## config.mk

```make
export PLATFORM = sky130hd
export DESIGN_NAME = cic_int_4_flat
export DESIGN_NICKNAME = d
export VERILOG_FILES = /design/src/rtl/cic_int_pkg.sv /design/src/rtl/cic_int_if.sv /design/src/rtl/cic_int_integrator.sv /design/src/rtl/cic_int_4.sv /design/src/flat_wrapper.sv
export SDC_FILE = /design/constraint.sdc
export NUM_CORES = 1
export LEC_CHECK = 0
export ABC_CLOCK_PERIOD_IN_PS = 4770
export CAP_MARGIN = 5
export CELL_PAD_IN_SITES_DETAIL_PLACEMENT = 0
export CELL_PAD_IN_SITES_GLOBAL_PLACEMENT = 1
export CORE_ASPECT_RATIO = 0.9
export CORE_UTILIZATION = 40
export CTS_CLUSTER_DIAMETER = 40
export CTS_CLUSTER_SIZE = 28
export DETAILED_ROUTE_END_ITERATION = 12
export HOLD_SLACK_MARGIN = 0.03
export PLACE_DENSITY_LB_ADDON = 0.3
export SLEW_MARGIN = 0
export SYNTH_ARGS = -nofsm -noshare
export SYNTH_HDL_FRONTEND = slang
export SYNTH_SLANG_ARGS = --single-unit
export TNS_END_PERCENT = 1
```

## constraint.sdc

```tcl
create_clock -name clk -period 4.77 [get_ports clk]
set_clock_uncertainty 0.1 [all_clocks]
set_input_delay 0.7155 -clock clk [delete_from_list [all_inputs] [get_ports clk]]
set_output_delay 0.7155 -clock clk [all_outputs]
set_load 0.005 [all_outputs]
```

## src/rtl/cic_int_pkg.sv

```systemverilog
// Shared width helpers and parameter sanity checks for the transmit-path CIC interpolator.
package cic_int_pkg;

    function automatic int clog2(input int v);
        int r;
        r = 0;
        while ((1 << r) < v) r++;
        return r;
    endfunction

    function automatic int acc_width(input int isz, input int n, input int g);
        return isz + n * g;
    endfunction

    // Integrator DC gain is RATE**(N-1); dropping this many LSBs restores unity.
    function automatic int out_shift(input int n, input int g);
        return (n - 1) * g;
    endfunction

    function automatic bit rate_ok(input int rate, input int g);
        return (rate == (1 << g)) && (clog2(rate) == g);
    endfunction

endpackage

```

## src/rtl/cic_int_if.sv

```systemverilog
// Sample-pacing and output bundle between the CIC interpolator, its upstream source and the DAC side.
interface cic_int_if #(
    parameter int ISZ = 16,
    parameter int OSZ = 16
);
    logic signed [ISZ-1:0] x;
    logic                  x_valid;
    logic                  req;
    logic signed [OSZ-1:0] y;
    logic                  valid;
    logic                  underflow;

    modport master (output x, x_valid, input req, y, valid, underflow);
    modport slave  (input x, x_valid, output req, y, valid, underflow);
endinterface

```

## src/rtl/cic_int_integrator.sv

```systemverilog
// One wrap-around accumulate stage of the full-rate integrator chain.
module cic_int_integrator #(
    parameter int W = 48
) (
    input  logic         clk,
    input  logic         reset_n,
    input  logic [W-1:0] din,
    output logic [W-1:0] acc
);

    always_ff @(posedge clk or negedge reset_n) begin
        if (!reset_n) acc <= '0;
        else          acc <= acc + din;
    end

endmodule

```

## src/rtl/cic_int_4.sv

```systemverilog
// CIC interpolator: low-rate combs, zero-stuff by RATE, full-rate integrators, unity DC gain.
module cic_int_4
    import cic_int_pkg::*;
#(
    parameter int NUM_STAGES = 4,
    parameter int STG_GSZ    = 8,
    parameter int RATE       = 256,
    parameter int ISZ        = 16,
    parameter int OSZ        = ISZ
) (
    input  logic      clk,
    input  logic      reset_n,
    cic_int_if.slave  bus
);

    localparam int ASZ = acc_width(ISZ, NUM_STAGES, STG_GSZ);
    localparam int SH  = out_shift(NUM_STAGES, STG_GSZ);
    localparam int N   = NUM_STAGES;

    if (!rate_ok(RATE, STG_GSZ)) begin : g_bad_rate
        $error("cic_int_4: RATE must equal 2**STG_GSZ");
    end

    logic [STG_GSZ-1:0]        count;
    logic                      req;
    logic [ASZ-1:0]            x_ext;
    logic [N:0][ASZ-1:0]       comb_diff;
    logic [N-1:0][ASZ-1:0]     comb_dly;
    logic [N:0]                comb_ena;
    logic [ASZ-1:0]            u;
    logic [N-1:0][ASZ-1:0]     integ;
    logic [N-1:0][ASZ-1:0]     integ_in;
    logic [2*N:0]              pend;
    logic [OSZ-1:0]            y_q;
    logic                      valid_q;
    logic                      underflow_q;
    logic                      unused_bits;

    assign req   = (count == STG_GSZ'(RATE - 1));
    assign x_ext = {{(ASZ-ISZ){bus.x[ISZ-1]}}, bus.x};
    assign u     = comb_ena[N] ? comb_diff[N] : '0;

    assign bus.req       = req;
    assign bus.y         = y_q;
    assign bus.valid     = valid_q;
    assign bus.underflow = underflow_q;

    always_ff @(posedge clk or negedge reset_n) begin
        if (!reset_n) begin
            count       <= '0;
            comb_diff   <= '0;
            comb_dly    <= '0;
            comb_ena    <= '0;
            pend        <= '0;
            y_q         <= '0;
            valid_q     <= 1'b0;
            underflow_q <= 1'b0;
        end else begin
            count    <= count + 1'b1;
            comb_ena <= {comb_ena[N-1:0], req};
            // Tracks an accepted sample down the 2N+1 clk pipe so valid rises with its first y.
            pend     <= {pend[2*N-1:0], req & bus.x_valid};

            if (req) begin
                comb_diff[0] <= bus.x_valid ? x_ext : '0;
                comb_dly[0]  <= comb_diff[0];
                if (!bus.x_valid) underflow_q <= 1'b1;
            end

            for (int j = 1; j <= N; j++) begin
                if (comb_ena[j-1]) comb_diff[j] <= comb_diff[j-1] - comb_dly[j-1];
            end
            for (int j = 1; j < N; j++) begin
                if (comb_ena[j-1]) comb_dly[j] <= comb_diff[j];
            end

            if (pend[2*N]) valid_q <= 1'b1;
            y_q <= integ[N-1][SH+OSZ-1:SH];
        end
    end

    for (genvar i = 0; i < N; i++) begin : g_integ
        if (i == 0) begin : g_head
            assign integ_in[i] = u;
        end else begin : g_tail
            assign integ_in[i] = integ[i-1];
        end
        cic_int_integrator #(.W(ASZ)) u_stage (
            .clk     (clk),
            .reset_n (reset_n),
            .din     (integ_in[i]),
            .acc     (integ[i])
        );
    end

    // Bits outside the output window carry no information once the final result fits.
    assign unused_bits = ^{integ[N-1][ASZ-1:SH+OSZ], integ[N-1][SH-1:0]};

endmodule

```

## src/flat_wrapper.sv

```systemverilog
// flat-port wrapper written by rule: the top's interface ports become plain ports
module cic_int_4_flat import cic_int_pkg::*;
#(
    parameter int NUM_STAGES = 4,
    parameter int STG_GSZ    = 8,
    parameter int RATE       = 256,
    parameter int ISZ        = 16,
    parameter int OSZ        = ISZ
)
  (clk, reset_n, bus_x, bus_x_valid, bus_req, bus_y, bus_valid, bus_underflow);
  cic_int_if #(.ISZ(ISZ), .OSZ(OSZ)) bus_i ();
  input  logic clk;
  input  logic reset_n;
  input wire logic [$bits(bus_i.x)-1:0] bus_x;
  input wire logic [$bits(bus_i.x_valid)-1:0] bus_x_valid;
  output wire logic [$bits(bus_i.req)-1:0] bus_req;
  output wire logic [$bits(bus_i.y)-1:0] bus_y;
  output wire logic [$bits(bus_i.valid)-1:0] bus_valid;
  output wire logic [$bits(bus_i.underflow)-1:0] bus_underflow;
  assign bus_i.x = bus_x;
  assign bus_i.x_valid = bus_x_valid;
  assign bus_req = bus_i.req;
  assign bus_y = bus_i.y;
  assign bus_valid = bus_i.valid;
  assign bus_underflow = bus_i.underflow;
  cic_int_4 #(.NUM_STAGES(NUM_STAGES), .STG_GSZ(STG_GSZ), .RATE(RATE), .ISZ(ISZ), .OSZ(OSZ)) u_core (.clk(clk), .reset_n(reset_n), .bus(bus_i));
endmodule
```

==> metrics.md <==
| Metric | Value |
|---|---|
| Status | complete, no violations |
| DP HPWL | 47600 um |
| CP arrival | 4660 ps |
| Global-route wire length before repair | 111000 um |
| Crit. End Element | register |
| Root Driver | clkbuf_16 |
| Tcrit/Tclk final | 0.886 |
| CP Cell Sequence | and2_1 > ha_1 > a21o_1 > nand4_1 > a2111oi_0 > o311ai_1 > a21oi_1 > nor4_2 > o31ai_2 > a41o_1 > a21oi_1 > xnor2_1 |
| Final Critical Period | 4220 ps |
| Worst ir drop on vdd | 0.362 mV |
| WL/cell | 14.0 um |
| Avg Cell Area, Syn | 9.32 um^2 |
| Layout cells sized above 1 | 0.0886 |
| Vias per cell | 5.05 |
| CTS Buffer Depth | 3 |
| Ys async rst share | 1.00 |
| CTS buffer count | 90 |
| Syn Inst Count | 3416 |
| Nets | 3751 |
| Core Area | 78300 um^2 |
| Worst slew pin tran | 936 ps |
| Largest net degree at the start of global routing | 98 |
| Slowest stage delay, CP | 880 ps |
| Initial detailed-routing violation count | 1338 |
| Placement row count | 97 |
| DRC violation count after routing | 0 |
| Number of antenna-violating nets in the routed design | 0 |
| Clock sink count | 512 |
| Synth area leader | dfrtp_1 |
| Synthesized area | 31800 um^2 |
| Final Hold Viols | 0 |
| Worst Setup Path Type | reg -> reg |
| Crit-path leading delay family | compound AO/OA/AOI/OAI gates |
| Initial antenna violation count | 0 |
| Power Density | 303 nW/um^2 |
| Layout area overhead | 14.3% |
| Critical path's slowest cell | a2111oi_0 |
| CTS tree | yes |
| Leakage | 18.7 nW |
| GRT Overall Usage | 0.162 |
| Post-synth EDFFs | 0 |
| FILL cells | 7528 |
| Worst Path Max Fanout | 40 |
| Final slew viol count | 0 |
| Synth Warn # | 0 |
| FF+latch count, synth | 512 |
| Setup violations, final | 0 |
| Area post-placement | 33200 um^2 |
| Setup_tns | 0 ps |
| Vias in the first global route | 22900 |
| Post-synthesis net count | 3735 |
| Die Span X | 299 um |
| Worst-path clk slew | 50 ps |
| Max Cap Viol | 0 |
| Post-synth top area share | 0.403 |
| Drt total wl | 63700 um |
| Die Ht | 270 um |
| Via Count | 23000 |
| Hold Path Class | reg -> reg |
| DIE AREA | 80700 um^2 |
| Worst reg2reg setup slack | 550 ps |
| Synth top area cells | dfrtp_1 (40%), ha_1 (11%), a21oi_1 (4.8%), xnor2_1 (4.7%), o21ai_0 (4.6%) |
| Initial core utilization | 0.407 |
| Unrepaired setup endpoints after global routing | no |
| GPL Wtd Cong | 0.857 |
| Critical path buffers and inverters | 0 |
| Pre-antenna DRT Iters | 5 |
| Gr ovfl total | 0 |
| ANT cells | 0 |
| Design area | 36400 um^2 |
| Skew-Pair Late Insertion Delay | 670 ps |
| Buffers added on ports | 37 |
| I/O Pins | 38 |
| Critical path startpoint category | register |
| Top_reg_cell synth | dfrtp_1 |
| Critical Path RT | 5210 ps |
| Hold_ws | 244 ps |
| Rel. slew slack | 0.360 |
| Sequential area share after synthesis | 0.403 |
| Fmax | 237 MHz |
| Htree depth | 3 |
| CP dominant cell by count | a21oi_1 |
| Netlist cell types | 82 |
-- registers in the layout, summed over array words and instances (netlist names) --
| register | flops |
|---|---|
| u_core.bus.valid | 1 |
| u_core.bus.underflow | 1 |
| u_core.count | 8 |
| u_core.comb_ena | 5 |
| u_core.comb_diff | 176 |
| u_core.bus.y | 16 |
| u_core.comb_dly | 136 |
| u_core.pend | 9 |
| u_core.g_integ.u_stage.acc | 160 |
-- cell usage in the layout (no fill, tap or decap), types with 90 or more instances in the layout --
cell type  count
a21oi_1      306
mux2_2       106
nand2_1      340
nor2_1       176
a21o_1       158
clkbuf_16     90
ha_1         290
inv_1        223
dfrtp_1      508
xor2_1       101
xnor2_1      169
o21ai_0      294
-- worst reg2reg max path, stage by stage (launching register included) --
cell and delay [ps]:
dfrtp_1 870, and2_1 250, ha_1 180, a21o_1 150, nand4_1 140, a2111oi_0 880, o311ai_1 280, a21oi_1 390
nor4_2 140, o31ai_2 310, a41o_1 220, a21oi_1 70, xnor2_1 130
-- cells by family (layout without fill, tap and decap cells) --
| kind of cell | Yosys count | count (layout) | synth area share |
|---|---|---|---|
| buffers and inverters | 353 | 446 | 0.0417 |
| muxes | 111 | 111 | 0.0391 |
| DFF | 512 | 512 | 0.403 |
| and+or+nand+nor | 851 | 851 | 0.125 |
| AOI/OAI and AO/OA | 1019 | 1019 | 0.197 |
| adders and majority gates | 300 | 300 | 0.120 |
| xor gates and xnor gates | 270 | 270 | 0.0743 |
-- final cells by class --
| class | count | area, um^2 | area share |
|---|---|---|---|
| Clock buffer | 116 | 2460 | 0.0676 |
| Clock inverter | 53 | 718 | 0.0197 |
| Inverter | 223 | 837 | 0.0230 |
| Multi-Input combinational cell | 2551 | 17700 | 0.486 |
| Sequential cell | 512 | 12800 | 0.353 |
| Tap cell | 1039 | 1300 | 0.0357 |
| Timing Repair Buffer | 54 | 543 | 0.0149 |
-- final timing paths --
check | startpoint | endpoint | depth (start not counted)
worst max register to register | u_core.comb_ena[4]$_DFF_PN0_ | u_core.g_integ[0].u_stage.acc[37]$_DFF_PN0_ | 12
max in group asynchronous | reset_n | u_core.g_integ[1].u_stage.acc[12]$_DFF_PN0_ | 3
worst min register to register | u_core.pend[4]$_DFF_PN0_ | u_core.pend[5]$_DFF_PN0_ | 0
worst min-delay path | u_core.pend[4]$_DFF_PN0_ | u_core.pend[5]$_DFF_PN0_ | 0
min in group asynchronous | reset_n | u_core.g_integ[2].u_stage.acc[5]$_DFF_PN0_ | 2
worst max-delay path | u_core.comb_ena[4]$_DFF_PN0_ | u_core.g_integ[0].u_stage.acc[37]$_DFF_PN0_ | 12
-- power breakdown --
group          leakage, nW  switching [mW]  total, mW  internal, mW
registers             7.05        0.000250       4.35          4.35
logic                 10.1          0.0880      0.112        0.0240
clock network         1.52            2.43       6.55          4.12
total                 18.7            2.51       11.0          8.49
-- metal layers --
metal  vias to the layer above  wire [um]  track usage
met5                         -          0            0
met1                     10500      32200        0.222
met2                       264      28400        0.260
met3                       103       1740       0.0265
li1                      12100          -            -
met4                         0       1420       0.0499
-- synth_stat cells (12+ instances only) --
cell type,count
dfrtp_1,512
nand2_1,340
a21oi_1,306
o21ai_0,294
ha_1,290
inv_1,223
nor2_1,176
xnor2_1,169
a21o_1,158
clkbuf_1,122
mux2_2,106
xor2_1,101
nand4_1,64
nand3_1,62
and2_1,54
o21bai_1,53
nor3_1,34
nand2b_1,32
o21a_1,30
nor2b_1,29
and3_1,21
a31oi_1,20
a211oi_1,18
o211ai_1,17
o31ai_1,15
a21boi_0,12
-- timing repair --
action,CTS,global route
gates resized for setup,0,0
hold buffers,1,0
endpoints found under the hold margin,20,0
setup buffers,0,0
-- per-stage QoR --
step	cells	util	total power [mW]	worst slack, ps
after global placement	4378	0.424	4.54	622
after CTS	4548	0.465	11.2	563
after global routing	4548	0.465	11.4	210
final	4548	0.465	11.0	545
after detailed placement	4378	0.424	4.54	591
after floorplan	3416	-	4.43	1400
No activity file was read; power rests on OpenSTA's default activity.
